### src/rtl/regfile_debug_dumper.sv
// regfile_debug_dumper
// Dumps the register file to the debug byte stream when the debug unit asks.
// The pipeline is frozen for the whole dump. Registers 0..NUM_REGS-1 are read
// through the debug read port, and each 32-bit value is sent MSB-first over a
// valid/ready byte channel. An optional XOR checksum byte follows the last
// register.
//
// Ports
//   i_clk           clock, all state changes on posedge
//   i_rst           asynchronous active-high reset
//   i_dump_req      start request, only looked at in IDLE
//   i_dump_abort    stop the dump; takes effect once the current word is done
//   o_busy          high whenever not IDLE
//   o_dump_done     one-cycle pulse when a dump completes (never on abort)
//   o_dbg_on        register-file debug mode (blocks writeback writes)
//   o_dbg_stop      pipeline stall to decode/fetch
//   o_dbg_read_reg  debug read address
//   i_dbg_reg_data  debug read data, valid READ_LAT cycles after the address
//   o_tx_valid      byte available on o_tx_data
//   o_tx_data       byte to transmit
//   i_tx_ready      sink accepts the byte this cycle
//
// state  | meaning
// IDLE   | waiting for i_dump_req, debug mode off
// FREEZE | pipeline stalled and debug mode on, one settling cycle
// READ   | address driven, waiting READ_LAT cycles for read data
// SEND   | streaming the four bytes of the current register
// CSUM   | streaming the checksum byte
// DONE   | completion pulse, then back to IDLE
module regfile_debug_dumper #(
  parameter int NUM_REGS      = 32,
  parameter int READ_LAT      = 1,
  parameter bit SEND_CHECKSUM = 1'b1
) (
  input  logic        i_clk,
  input  logic        i_rst,
  input  logic        i_dump_req,
  input  logic        i_dump_abort,
  output logic        o_busy,
  output logic        o_dump_done,
  output logic        o_dbg_on,
  output logic        o_dbg_stop,
  output logic [4:0]  o_dbg_read_reg,
  input  logic [31:0] i_dbg_reg_data,
  output logic        o_tx_valid,
  output logic [7:0]  o_tx_data,
  input  logic        i_tx_ready
);

  typedef enum logic [2:0] {
    S_IDLE, S_FREEZE, S_READ, S_SEND, S_CSUM, S_DONE
  } state_t;

  localparam logic [4:0] LAST_IDX = 5'(NUM_REGS - 1);
  localparam logic [1:0] LAT_INIT = 2'(READ_LAT - 1);

  state_t      r_state;
  logic        r_busy;
  logic        r_done;
  logic        r_dbg;
  logic [4:0]  r_rd_reg;
  logic        r_tx_valid;
  logic [7:0]  r_tx_data;
  logic [4:0]  r_idx;
  logic [1:0]  r_byte_cnt;
  logic [7:0]  r_csum;
  logic [23:0] r_shift;      // bytes of the current word still to be sent
  logic [1:0]  r_lat_cnt;
  logic        r_abort_pend; // abort seen earlier in this word, not yet acted on

  logic       w_xfer;
  logic       w_abort;
  logic       w_last;
  logic [7:0] w_csum_next;

  assign w_xfer      = r_tx_valid & i_tx_ready;
  assign w_abort     = i_dump_abort | r_abort_pend;
  assign w_last      = (r_idx == LAST_IDX);
  assign w_csum_next = r_csum ^ r_tx_data;

  always_ff @(posedge i_clk or posedge i_rst) begin
    if (i_rst) begin
      r_state      <= S_IDLE;
      r_busy       <= 1'b0;
      r_done       <= 1'b0;
      r_dbg        <= 1'b0;
      r_rd_reg     <= 5'd0;
      r_tx_valid   <= 1'b0;
      r_tx_data    <= 8'd0;
      r_idx        <= 5'd0;
      r_byte_cnt   <= 2'd0;
      r_csum       <= 8'd0;
      r_shift      <= 24'd0;
      r_lat_cnt    <= 2'd0;
      r_abort_pend <= 1'b0;
    end else begin
      r_done <= 1'b0;
      // A short abort pulse must survive until the word boundary.
      if (r_state != S_IDLE && i_dump_abort)
        r_abort_pend <= 1'b1;

      case (r_state)
        S_IDLE: begin
          r_abort_pend <= 1'b0;
          // abort wins over a simultaneous request
          if (i_dump_req && !i_dump_abort) begin
            r_state    <= S_FREEZE;
            r_busy     <= 1'b1;
            r_dbg      <= 1'b1;
            r_idx      <= 5'd0;
            r_csum     <= 8'd0;
            r_byte_cnt <= 2'd0;
          end
        end

        S_FREEZE: begin
          if (w_abort) begin
            r_state      <= S_IDLE;
            r_busy       <= 1'b0;
            r_dbg        <= 1'b0;
            r_abort_pend <= 1'b0;
          end else begin
            r_state   <= S_READ;
            r_rd_reg  <= r_idx;
            r_lat_cnt <= LAT_INIT;
          end
        end

        S_READ: begin
          if (w_abort) begin
            r_state      <= S_IDLE;
            r_busy       <= 1'b0;
            r_dbg        <= 1'b0;
            r_abort_pend <= 1'b0;
          end else if (r_lat_cnt == 2'd0) begin
            r_state    <= S_SEND;
            r_tx_valid <= 1'b1;
            r_tx_data  <= i_dbg_reg_data[31:24];
            r_shift    <= i_dbg_reg_data[23:0];
            r_byte_cnt <= 2'd0;
          end else begin
            r_lat_cnt <= r_lat_cnt - 2'd1;
          end
        end

        S_SEND: begin
          if (w_xfer) begin
            r_csum     <= w_csum_next;
            r_tx_data  <= r_shift[23:16];
            r_shift    <= {r_shift[15:0], 8'h00};
            r_byte_cnt <= r_byte_cnt + 2'd1;
            if (r_byte_cnt == 2'd3) begin
              r_tx_valid <= 1'b0;
              if (w_abort) begin
                r_state      <= S_IDLE;
                r_busy       <= 1'b0;
                r_dbg        <= 1'b0;
                r_abort_pend <= 1'b0;
              end else if (w_last) begin
                if (SEND_CHECKSUM) begin
                  r_state    <= S_CSUM;
                  r_tx_valid <= 1'b1;
                  r_tx_data  <= w_csum_next;
                end else begin
                  r_state <= S_DONE;
                  r_done  <= 1'b1;
                end
              end else begin
                r_state   <= S_READ;
                r_idx     <= r_idx + 5'd1;
                r_rd_reg  <= r_idx + 5'd1;
                r_lat_cnt <= LAT_INIT;
              end
            end
          end
        end

        S_CSUM: begin
          if (w_xfer) begin
            r_tx_valid <= 1'b0;
            if (w_abort) begin
              r_state      <= S_IDLE;
              r_busy       <= 1'b0;
              r_dbg        <= 1'b0;
              r_abort_pend <= 1'b0;
            end else begin
              r_state <= S_DONE;
              r_done  <= 1'b1;
            end
          end
        end

        S_DONE: begin
          r_state      <= S_IDLE;
          r_busy       <= 1'b0;
          r_dbg        <= 1'b0;
          r_abort_pend <= 1'b0;
        end

        default: begin
          r_state    <= S_IDLE;
          r_busy     <= 1'b0;
          r_dbg      <= 1'b0;
          r_tx_valid <= 1'b0;
        end
      endcase
    end
  end

  assign o_busy         = r_busy;
  assign o_dump_done    = r_done;
  assign o_dbg_on       = r_dbg;
  assign o_dbg_stop     = r_dbg;
  assign o_dbg_read_reg = r_rd_reg;
  assign o_tx_valid     = r_tx_valid;
  assign o_tx_data      = r_tx_data;

endmodule

### config.mk
export PLATFORM = sky130hd
export DESIGN_NAME = regfile_debug_dumper
export DESIGN_NICKNAME = d
export VERILOG_FILES = /design/src/rtl/regfile_debug_dumper.sv
export SDC_FILE = /design/constraint.sdc
export NUM_CORES = 1
export LEC_CHECK = 0
export CAP_MARGIN = 20
export CELL_PAD_IN_SITES_DETAIL_PLACEMENT = 1
export CELL_PAD_IN_SITES_GLOBAL_PLACEMENT = 1
export CORE_MARGIN = 5
export CORE_UTILIZATION = 35
export DETAILED_ROUTE_END_ITERATION = 16
export HOLD_SLACK_MARGIN = 0.02
export PLACE_DENSITY = 0.76
export REMOVE_ABC_BUFFERS = 1
export SLEW_MARGIN = 10
export SYNTH_ARGS = -nofsm -noshare
export SYNTH_HDL_FRONTEND = slang
export SYNTH_SLANG_ARGS = --single-unit
### constraint.sdc
create_clock -name i_clk -period 4.2 [get_ports i_clk]
set_input_delay 0.63 -clock i_clk [delete_from_list [all_inputs] [get_ports i_clk]]
set_output_delay 0.63 -clock i_clk [all_outputs]
set_load 0.02 [all_outputs]
==> flow_summary.json <==
{
  "holdBufCountCts": 0,
  "cp_slowest_stage_delay_ns": 0.75,
  "detail_route.first_pass.iterations": 4,
  "whs_path_depth": 1,
  "synth_flop_cell": "dfrtp_1",
  "setup_viol": 0,
  "cts_resized": 0,
  "fmax_mhz": 371,
  "clock_path_buffers": 2,
  "cp-end-kind": "flop",
  "area_growth_pct": 25.1,
  "place_inst": 483,
  "multi_input_area_um2": 1460,
  "grt_max_degree": 42,
  "tightest_slew_ns": 0.986,
  "std_cell_rows": 34,
  "top_register": "r_shift",
  "crit_required_ns": 4.43,
  "drt_wl_total_um": 8000,
  "cts_tree": "done",
  "wl_per_cell_um": 16.1,
  "rrSetupSlack_ns": 1.51,
  "slowest_stage": "dfrtp_1",
  "drc_errors": 0,
  "synth_edf_count": 0,
  "finalClockSkew_ns": 0.0105,
  "rsz0062_at_grt": "no",
  "nNetsFinal": 428,
  "hold_start": "r_shift[6]",
  "crit_path_max_fanout": 41,
  "avgSynthCellArea_um2": 9.18,
  "ir_drop_v": 0.000213,
  "grt_pass1_vias": 2919,
  "syn_inst": 339,
  "netlist_area_um2": 3110,
  "gp_congestion": 0.804,
  "grt_use_total_pct": 15.7,
  "period_share_pct": 64.1,
  "grt_pass1_wl_um": 14200,
  "tns_ns": 0,
  "synth_seq_cells": 61,
  "globalRoute.totalOverflow": 0,
  "regArea_um2": 1530,
  "die_y_um": 104,
  "port_buffers": 54,
  "die_x_um": 104,
  "clk_pin_slew_ns": 0.07,
  "fill_cells": 1031,
  "whs_endpoint": "r_shift[6]",
  "core_region_area_um2": 8680,
  "htree_levels": 3,
  "drive_gt1_share_pct": 8.23,
  "finalHoldViolCount": 0,
  "slew_headroom_pct": 34.2,
  "timing.rr.start": "r_state[2]",
  "clk_latency_ns": 0.34,
  "start_util_pct": 35.9,
  "root_buffer": "clkbuf_8",
  "yosysWarnings": 0,
  "clock-sinks": 61,
  "start_kind": "flop",
  "antenna_found_initial": 0,
  "r2r_end": "r_idx[0]",
  "run_status": "finished clean",
  "synth_cell_types": 49,
  "final_antenna_net_count": 0,
  "io_pins": 55,
  "largest_reg_flops": 24,
  "diodes": 0,
  "stdcell_count": 497,
  "place_hpwl_um": 5690,
  "final_cell_area_um2": 3890,
  "worst_ep_arrival_time_ns": 2.92,
  "reg2reg_depth": 5,
  "drv_cap": 0,
  "numCtsBuffers": 9,
  "timing.final.crit_period_ns": 2.69,
  "via_count": 2634,
  "async_flop_share_pct": 100,
  "p_per_area_nw_per_um2": 670,
  "crit_type": "flop to flop",
  "dieArea_um2": 10900,
  "vias_per_cell": 5.30,
  "post-cts-setup-buffers": 0,
  "dpl-instance-area_um2": 3730,
  "path_cells": "nand3b_1, buf_4, inv_1, ha_1, mux2_2",
  "slew_viol_final": 0,
  "ys_seq_area_share_pct": 49.1,
  "drt_iter0_markers": 63,
  "leakage_uw": 0.00159,
  "holdCritPathClass": "flop to flop"
}
==> per-layer routing <==
| layer | part of all wire [%] | vias to the layer above | global-route usage, % | routed length, um |
|---|---|---|---|---|
| met5 | 0 | - | 0 | 0 |
| met4 | 2.5 | 0 | 7.12 | 197 |
| met3 | 4.4 | 15 | 2.86 | 353 |
| met2 | 47 | 63 | 24.9 | 3790 |
| met1 | 46 | 1266 | 20.7 | 3670 |
| li1 | - | 1290 | - | - |
==> synth_stat cells, types with 2 or more instances <==
cell type | instances | area (um2)
a21o_1 | 3 | 22.5
a21oi_1 | 12 | 60.1
a22o_1 | 9 | 78.8
a31oi_1 | 24 | 150
and2_1 | 2 | 12.5
buf_1 | 2 | 7.51
buf_2 | 8 | 40.0
buf_4 | 5 | 37.5
clkbuf_1 | 7 | 26.3
dfrtp_1 | 61 | 1530
ha_1 | 5 | 62.6
inv_1 | 9 | 33.8
mux2_2 | 6 | 67.6
nand2_1 | 61 | 229
nand3_1 | 5 | 25.0
nor2_1 | 39 | 146
nor2b_1 | 2 | 12.5
nor3_1 | 11 | 55.1
o211ai_1 | 8 | 60.1
o21a_1 | 2 | 15.0
o21ai_0 | 21 | 105
o31ai_1 | 3 | 22.5
xnor2_1 | 8 | 70.1
==> layout by cell type (no fill, tap or decap), types with 2 or more instances in the layout <==
| master | netlist | routed |
|---|---|---|
| a22o_1 | 9 | 9 |
| clkbuf_8 | 0 | 11 |
| mux2_2 | 6 | 6 |
| clkdlybuf4s50_1 | 0 | 54 |
| o31ai_1 | 3 | 3 |
| dfrtp_1 | 61 | 61 |
| ha_1 | 5 | 5 |
| xnor2_1 | 8 | 8 |
| o21a_1 | 2 | 2 |
| nand3_1 | 5 | 5 |
| a21o_1 | 3 | 3 |
| buf_4 | 5 | 4 |
| and2_1 | 2 | 2 |
| nor2_1 | 39 | 39 |
| clkinv_2 | 0 | 2 |
| o21ai_0 | 21 | 21 |
| a21oi_1 | 12 | 12 |
| nor2b_1 | 2 | 2 |
| nor3_1 | 11 | 11 |
| nand2_1 | 61 | 61 |
| a31oi_1 | 24 | 24 |
| inv_1 | 9 | 8 |
| o211ai_1 | 8 | 8 |
==> area by class of cell <==
cell class	count	share of cell area, %
clock inverter	2	0.257
clock buffer	12	3.99
inverter	9	0.868
timing repair buffer	58	14.7
multi-input combinational	247	37.5
sequential	61	39.2
tap	108	3.47
==> per-stage QoR <==
stage / hold WS [ns] / total power, uW / util, % / worst slack, ns
floorplan: 0.457 / 1730 / - / 0.405
global placement: 0.482 / 2120 / 42.9 / 1.28
detailed placement: 0.489 / 2180 / 42.9 / 1.20
CTS: 0.504 / 2640 / 44.8 / 1.46
global route: 0.523 / 2820 / 44.8 / 1.26
finish: 0.498 / 2610 / 44.8 / 1.51
==> cell families after synthesis <==
group | count (synthesis) | share of synthesized area (%)
AO/OA/AOI/OAI | 93 | 20.2
flip-flops | 61 | 49.1
adder cells (fa/ha/maj) | 5 | 2.01
buffers and inverters | 31 | 4.66
XOR/XNOR | 9 | 2.53
AND/OR/NAND/NOR | 133 | 19.0
multiplexers | 7 | 2.49
==> how the worst max path moves through the flow <==
stage                     cells after the start          from                 to
after floorplan                               3    r_state[2]       o_tx_data[0]
after global placement                        6  i_dump_abort        r_shift[16]
after detailed placement                      6  i_dump_abort       o_tx_data[0]
after CTS                                     5    r_state[2]           r_idx[0]
after global routing                          6    r_state[2]  o_dbg_read_reg[4]
final                                         5    r_state[2]           r_idx[0]
==> critical path: cells and delay by family, from the launching register on <==
family / cells / cell delay (ns)
flops: 1 / 0.75
fa+ha+maj: 1 / 0.38
simple gates: 1 / 0.19
buf+inv: 2 / 0.98
mux: 1 / 0.26
==> where the power goes <==
group | total [uW] | leakage (uW) | switching [uW] | internal, uW
clock network | 460 | 0.0000881 | 222 | 238
logic | 1090 | 0.000753 | 598 | 492
registers | 1060 | 0.000745 | 231 | 826
total | 2610 | 0.00159 | 1050 | 1560
(Power assumes the default switching activity.)
